--- src/rtl/imem_pkg.sv ---
// Shared constants and encodings for the instruction memory port arbiter.
package imem_pkg;

    localparam int DATA_W     = 32;
    localparam int DEPTH_LOG2 = 10;

    typedef enum logic {
        ST_ARB  = 1'b0,
        ST_LOCK = 1'b1
    } state_e;

    typedef enum logic {
        GNT_FETCH  = 1'b0,
        GNT_LOADER = 1'b1
    } gnt_e;

endpackage

--- src/rtl/imem_port_arbiter_rr.sv ---
// Two-input round-robin arbiter (fetch vs loader) with last-grant memory.
module rr_arbiter2
    import imem_pkg::*;
(
    input  logic clk,
    input  logic rst,
    input  logic en_i,
    input  logic req_f_i,
    input  logic req_l_i,
    output logic gnt_f_o,
    output logic gnt_l_o
);

    gnt_e last_q, last_d;

    always_comb begin
        gnt_f_o = 1'b0;
        gnt_l_o = 1'b0;
        if (en_i) begin
            if (req_f_i && req_l_i) begin
                gnt_f_o = (last_q == GNT_LOADER);
                gnt_l_o = (last_q == GNT_FETCH);
            end else begin
                gnt_f_o = req_f_i;
                gnt_l_o = req_l_i;
            end
        end
    end

    always_comb begin
        last_d = last_q;
        if (gnt_f_o) begin
            last_d = GNT_FETCH;
        end else if (gnt_l_o) begin
            last_d = GNT_LOADER;
        end
    end

    // Loader counts as last winner out of reset so fetch wins first.
    always_ff @(posedge clk) begin
        if (rst) begin
            last_q <= GNT_LOADER;
        end else begin
            last_q <= last_d;
        end
    end

endmodule

--- src/rtl/imem_port_arbiter.sv ---
// Shares one sync-read imem between the fetch stage and the loader port.
module imem_port_arbiter
    import imem_pkg::*;
(
    input  logic                  clk,
    input  logic                  rst,
    input  logic                  f_req_valid,
    input  logic [31:0]           f_req_addr,
    output logic                  f_req_ready,
    input  logic                  f_flush,
    output logic                  f_rsp_valid,
    output logic [DATA_W-1:0]     f_rsp_data,
    input  logic                  l_req_valid,
    input  logic                  l_req_we,
    input  logic [31:0]           l_req_addr,
    input  logic [DATA_W-1:0]     l_req_wdata,
    output logic                  l_req_ready,
    input  logic                  l_lock,
    output logic                  l_rsp_valid,
    output logic [DATA_W-1:0]     l_rsp_data,
    output logic                  l_rsp_err,
    output logic                  mem_en,
    output logic                  mem_we,
    output logic [DEPTH_LOG2-1:0] mem_addr,
    output logic [DATA_W-1:0]     mem_wdata,
    input  logic [DATA_W-1:0]     mem_rdata
);

    state_e state_q, state_d;
    logic   fetch_en;
    logic   gnt_f, gnt_l;
    logic   l_mis, l_mem;

    logic              f_pend_q, f_pend_d;
    logic              l_pend_q, l_pend_d;
    logic              l_zero_q, l_zero_d;
    logic              l_err_q,  l_err_d;
    logic [DATA_W-1:0] f_hold_q, f_hold_d;
    logic [DATA_W-1:0] l_hold_q, l_hold_d;
    logic [DATA_W-1:0] l_data_now;

    logic unused_addr_bits;
    assign unused_addr_bits = ^{f_req_addr[31:DEPTH_LOG2+2],
                                f_req_addr[1:0],
                                l_req_addr[31:DEPTH_LOG2+2]};

    always_ff @(posedge clk) begin
        if (rst) begin
            state_q <= ST_ARB;
        end else begin
            state_q <= state_d;
        end
    end

    always_comb begin
        state_d = state_q;
        unique case (state_q)
            ST_ARB:  if (l_lock)  state_d = ST_LOCK;
            ST_LOCK: if (!l_lock) state_d = ST_ARB;
            default: state_d = ST_ARB;
        endcase
    end

    always_comb begin
        fetch_en = (state_q == ST_ARB);
    end

    rr_arbiter2 u_rr (
        .clk     (clk),
        .rst     (rst),
        .en_i    (!rst),
        .req_f_i (f_req_valid && fetch_en),
        .req_l_i (l_req_valid),
        .gnt_f_o (gnt_f),
        .gnt_l_o (gnt_l)
    );

    assign f_req_ready = gnt_f;
    assign l_req_ready = gnt_l;

    // Misaligned loader requests are accepted but never reach the array.
    assign l_mis = |l_req_addr[1:0];
    assign l_mem = gnt_l && !l_mis;

    always_comb begin
        mem_en    = gnt_f || l_mem;
        mem_we    = l_mem && l_req_we;
        mem_wdata = l_req_wdata;
        mem_addr  = gnt_f ? f_req_addr[DEPTH_LOG2+1:2]
                          : l_req_addr[DEPTH_LOG2+1:2];
    end

    always_comb begin
        f_pend_d = gnt_f;
        l_pend_d = gnt_l;
        l_zero_d = gnt_l && (l_mis || l_req_we);
        l_err_d  = gnt_l && l_mis;
    end

    assign f_rsp_valid = f_pend_q && !f_flush && !rst;
    assign f_rsp_data  = f_rsp_valid ? mem_rdata : f_hold_q;
    assign f_hold_d    = f_rsp_data;

    assign l_data_now  = l_zero_q ? '0 : mem_rdata;
    assign l_rsp_valid = l_pend_q && !rst;
    assign l_rsp_data  = l_rsp_valid ? l_data_now : l_hold_q;
    assign l_rsp_err   = l_rsp_valid && l_err_q;
    assign l_hold_d    = l_rsp_data;

    always_ff @(posedge clk) begin
        if (rst) begin
            f_pend_q <= 1'b0;
            l_pend_q <= 1'b0;
            l_zero_q <= 1'b0;
            l_err_q  <= 1'b0;
            f_hold_q <= '0;
            l_hold_q <= '0;
        end else begin
            f_pend_q <= f_pend_d;
            l_pend_q <= l_pend_d;
            l_zero_q <= l_zero_d;
            l_err_q  <= l_err_d;
            f_hold_q <= f_hold_d;
            l_hold_q <= l_hold_d;
        end
    end

endmodule

--- config.mk ---
export PLATFORM = sky130hd
export DESIGN_NAME = imem_port_arbiter
export DESIGN_NICKNAME = d
export VERILOG_FILES = /design/src/rtl/imem_pkg.sv /design/src/rtl/imem_port_arbiter_rr.sv /design/src/rtl/imem_port_arbiter.sv
export SDC_FILE = /design/constraint.sdc
export NUM_CORES = 1
export LEC_CHECK = 0
export ABC_AREA = 1
export BUFFER_PORTS_ARGS = -buffer_cell sky130_fd_sc_hd__buf_2
export CAP_MARGIN = 20
export CORE_ASPECT_RATIO = 1.25
export CORE_MARGIN = 10
export CORE_UTILIZATION = 39
export CTS_BUF_LIST = sky130_fd_sc_hd__clkbuf_8
export CTS_CLUSTER_SIZE = 12
export DETAILED_ROUTE_END_ITERATION = 7
export PLACE_DENSITY_LB_ADDON = 0.05
export SLEW_MARGIN = 20
export SYNTH_ARGS = -nofsm -noshare
export SYNTH_HDL_FRONTEND = slang
export SYNTH_SLANG_ARGS = --single-unit
--- constraint.sdc ---
create_clock -name clk -period 1 [get_ports clk]
set_input_delay 0.05 -clock clk [delete_from_list [all_inputs] [get_ports clk]]
set_output_delay 0.05 -clock clk [all_outputs]
set_load 0.02 [all_outputs]
==> Word-level counts from Yosys, hierarchy flattened <==
Cells that the tools add are included.
{ "word_totals": {"wordCells": 38, "output_inout_bits": 113, "regBits": 70} }
{ "op_classes": {"n_bitwise": 2, "n_reduce_logical": 17, "n_mux": 11} }
{ "ops": {"columns": ["op", "n"], "rows": [
  ["$mux W32", 3],
  ["$logic_and A1 B1 Y1", 10],
  ["$mux W10", 1],
  ["$mux W1", 7],
  ["$logic_not A1 Y1", 3],
  ["$logic_or A1 B1 Y1", 2],
  ["$not A1 Y1", 2],
  ["$reduce_bool A2 Y1", 1],
  ["$reduce_or A2 Y1", 1]
]} }

==> Longest topological paths before layout <==
{ "logic_depth": {"ltp_word": 7, "depth_mapped": 7, "mapped_depth_nobuf": 5} }

==> Hierarchy <==
A second synthesis with hierarchy kept.
{ "hier_totals": {"hier_cells": 579, "area_unflattened_um2": 3557.2} }
{ "by_module_without_submodules": {"columns": ["mod", "area_per_inst_um2", "cells_per_inst", "n_inst"], "rows": [
  ["imem_port_arbiter", 3485.8, 566, 1],
  ["rr_arbiter2", 71.3, 13, 1]
]} }

==> Worst setup path after synthesis <==
No wires, ideal clock.
{ "synth_path": {"kind": "flip-flop to flip-flop", "startpoint": "register f_pend_q", "endpoint": "register f_hold_q[3]", "period_less_slack_ns": 1.055, "path_stages_with_launch": 6, "required_time_ns": 0.872, "setup_slack_ns": -0.055, "arrival_ns": 0.927, "setup_ns": 0.128, "cell_sequence": "dfxtp_1 buf_2 clkbuf_1 nand3_1 nand2_1 nor2_1"} }
{ "synth_between": {"elab_chain_len": 3} }
{ "synth_lines": {"columns": ["item", "line", "source"], "rows": [
  ["start, declared", "imem_port_arbiter.sv:34", "logic f_pend_q, f_pend_d;"],
  ["start signal, assigned", "imem_port_arbiter.sv:119", "f_pend_q <= f_pend_d;"],
  ["$logic_and A1 B1 Y1 (2 in a row)", "imem_port_arbiter.sv:100", "assign f_rsp_valid = f_pend_q && !f_flush && !rst;"],
  ["$mux W32", "imem_port_arbiter.sv:101", "assign f_rsp_data = f_rsp_valid ? mem_rdata : f_hold_q;"],
  ["end signal, assigned", "imem_port_arbiter.sv:123", "f_hold_q <= f_hold_d;"],
  ["end, declared", "imem_port_arbiter.sv:38", "logic [DATA_W-1:0] f_hold_q, f_hold_d;"]
]} }
Every way passes these cells.
A chain may end at the register's enable or synchronous reset.

==> Worst setup path after layout <==
{ "layout_path": {"startpoint": "register l_pend_q", "endpoint": "output port l_rsp_data[22]"} }
{ "layout_between": {"elab_chain_len": 2} }
{ "layout_lines": {"columns": ["item", "line", "source"], "rows": [
  ["start, declared", "imem_port_arbiter.sv:35", "logic l_pend_q, l_pend_d;"],
  ["start signal, assigned", "imem_port_arbiter.sv:120", "l_pend_q <= l_pend_d;"],
  ["$logic_and A1 B1 Y1", "imem_port_arbiter.sv:105", "assign l_rsp_valid = l_pend_q && !rst;"],
  ["$mux W32", "imem_port_arbiter.sv:106", "assign l_rsp_data = l_rsp_valid ? l_data_now : l_hold_q;"],
  ["end, declared", "imem_port_arbiter.sv:20", "output logic [DATA_W-1:0] l_rsp_data,"]
]} }
Every way passes these cells.

==> qor.yml <==
power_and_ir_drop:
  p_switching_mw: 2.17
  combPwrFrac: 0.256
  ir_drop_mv: 0.679
  p_sw_frac: 0.303
  internal_power_mw: 4.98
  power_frac_seq: 0.407
  clock_power_share: 0.337
  power_density_nw_per_um2: 1160
  p_leak_nw: 3.24
  power_mw: 7.15
sta:
  hold_viol: 0
  slew_headroom: 0.814
  max_freq_mhz: 706
  worst_pin_slew_ns: 0.278
  skew_ns: 0.00798
  drv_slew: 0
  rsz0062_at_grt: "yes"
  setup_violations: 92
  fin_crit_ns: 1.42
  setup_slack_ns: -0.416
  period_share: 1.42
  holdWs_ns: 0.0531
synthesis:
  synth.yosys.seq_area_share: 0.384
  yosysTopAreaCell: "dfxtp_1"
  netlist-cell-type-count: 16
  synthTopCellsByCount: "nand2_1 (183), inv_1 (108), nor2_1 (71)"
  async_flop_share: 0
  syn_area_per_cell_um2: 6.29
  synth_edf_count: 0
  yosys_warnings: 0
  yosysMostFrequentCell: "nand2_1"
  syn-num-nets: 715
  netlist_area_um2: 3650
  synthFlopType: "dfxtp_1"
  syn_inst: 580
  ys_ff_latch: 70
  netlist.area_leader.share: 0.384
  synth_area_leaders: "dfxtp_1 (38%), nand2_1 (19%), inv_1 (11%)"
flow_run:
  maxCapViolations: 0
setup_path:
  crit_path_top_delay_cell: "dfxtp_4"
  slowest_delay_ns: 0.37
  cp.arrival_ns: 1.37
  endpoint_kind: "output pin"
  path_cells: "nand2_8 > inv_8 > clkbuf_16 > nand2_1 > nand2_2 > buf_6"
  crit_type: "flop to output pin"
  path_max_fanout: 6
  path_delay_family: "buffers and inverters"
  required_ns: 0.95
  cp_num_buf_inv: 3
  start_kind: "flop"
floorplan:
  die-area_um2: 13700
  fp.dieH_um: 128
  core_region_area_um2: 9130
  pin_count: 248
  num_rows: 39
  die_w_um: 107
  start_util: 0.400
clock_network:
  clk_latency_ns: 0.35
  cts_made_buffers: 9
  cts_max_path_buffers: 2
  clk_pin_slew_worst_paths_ns: 0.08
  clock-sinks: 70
  cts-root-buf: "clkbuf_8"
  cts_tree: "yes"
  h-tree-depth: 3
drt:
  vias_per_cell: 4.62
  first_pass_iters: 4
  wirelength_mm: 12.6
  postRouteAntennaNets: 0
  routedWlPerCell_um: 14.9
  drtIter0Drc: 111
  dr_total_vias: 3919
  drc: 0
layout:
  n_antenna_cell: 0
  fin_nets: 856
  area_delta_synth_final_pct: 68.7
  fin_util: 0.675
  final_layout_size_suffix_gt1_frac: 0.525
outcome:
  outcome: "finished, violations left"
  violations: "setup timing"
place:
  dpl.hpwl_mm: 7.87
  portBuffers: 141
  place_congestion: 0.808
global_routing:
  antenna_found_initial: 0
  grt_max_degree: 47
  first_global_vias: 4104
  grt_usage: 0.178
  gr-total-overflow: 0
  grt_pass1_wl_mm: 19.7
hold_path:
  worstHoldPathType: "input port to flop"
[layer usage]
metal | GRT usage | wire, um
met1 | 0.190 | 4960
met5 | 0 | 0
met4 | 0.0638 | 231
met2 | 0.311 | 6430
met3 | 0.0679 | 995
[power by group through the flow]
stage	Clock, mW	Sequential [mW]	Combinational, mW
global route	2.58	2.92	1.98
floorplan	0	2.96	0.913
global placement	0	2.96	1.18
finish	2.41	2.91	1.83
detailed placement	0	2.97	1.19
CTS	2.45	2.91	1.59
[flip-flops by register name, indices dropped and copies added (netlist names)]
| signal | count |
|---|---|
| l_zero_q | 1 |
| u_rr.last_q | 1 |
| f_pend_q | 1 |
| l_hold_q | 32 |
| l_pend_q | 1 |
| f_hold_q | 32 |
| l_err_q | 1 |
| state_q | 1 |
[worst paths after layout]
kind                      start             end  slack, ns  cells past startpoint
setup / recovery       l_pend_q  l_rsp_data[22]      -0.42                      6
hold / removal    mem_rdata[19]    f_hold_q[19]       0.05                      5
setup reg to reg       f_pend_q     f_hold_q[7]      -0.25                      8
hold reg to reg    l_hold_q[18]    l_hold_q[18]       0.47                      2
[worst min-delay path: cells and delay by family]
family	cells	cell delay (ns)
AND/OR/NAND/NOR	3	0.21
buffers and inverters	2	0.12
[layout make-up]
class                      instances  area, um^2
sequential                        70        1410
multi-input combinational        337        2100
tap                              123         154
inverter                         110         425
clock inverter                     5        57.6
fill                             825        2970
clock buffer                      11         151
timing repair buffer             193        1860
[cells in the final DEF (no fill, tap or decap), types with 2 or more instances in the layout]
master	Yosys	final
dfxtp_4	0	2
dfxtp_1	70	65
buf_6	7	73
buf_16	0	4
dlygate4sd3_1	0	4
clkinvlp_4	0	3
nand3_1	35	28
buf_4	33	37
nand2_4	2	58
nor2_4	0	7
nand2_1	183	80
a21oi_1	34	31
inv_2	1	36
nor2_2	0	9
clkbuf_16	0	4
inv_4	0	2
dfxtp_2	0	3
buf_2	11	60
nand2_2	0	45
nor2_1	71	55
clkbuf_8	0	11
buf_8	0	3
nand3_2	0	6
nand2_8	0	2
nand4_1	10	10
buf_12	0	8
inv_1	108	71
a21oi_2	0	3
[kinds of logic (layout without fill, tap and decap cells)]
family | Yosys count | count (layout) | share of synthesized area
compound gates | 35 | 35 | 0.0480
simple gates | 302 | 302 | 0.338
flops | 70 | 70 | 0.384
buf+inv | 173 | 319 | 0.230
[what timing repair did]
| item | in CTS | in global routing |
|---|---|---|
| setup buffers | 16 | 9 |
| hold buffers | 4 | 0 |
| gates resized for setup | 248 | 171 |
| pin swaps | 16 | 23 |
| endpoints found under the hold margin | 4 | 0 |
| endpoints found under the setup margin | 131 | 100 |
| cloned | 4 | 4 |
[stage by stage]
stage	instance area [um^2]	std cells	setup TNS [ns]	setup WS [ns]
2_1_floorplan	3650	580	-1.83	-0.0546
3_5_place_dp	4310	801	-11.12	-0.200
4_1_cts	5470	840	-30.59	-0.410
3_3_place_gp	4310	801	-8.79	-0.176
5_1_grt	6160	849	-36.18	-0.468
6_report	6160	849	-30.33	-0.416
Power figures use the tool's default switching activity.
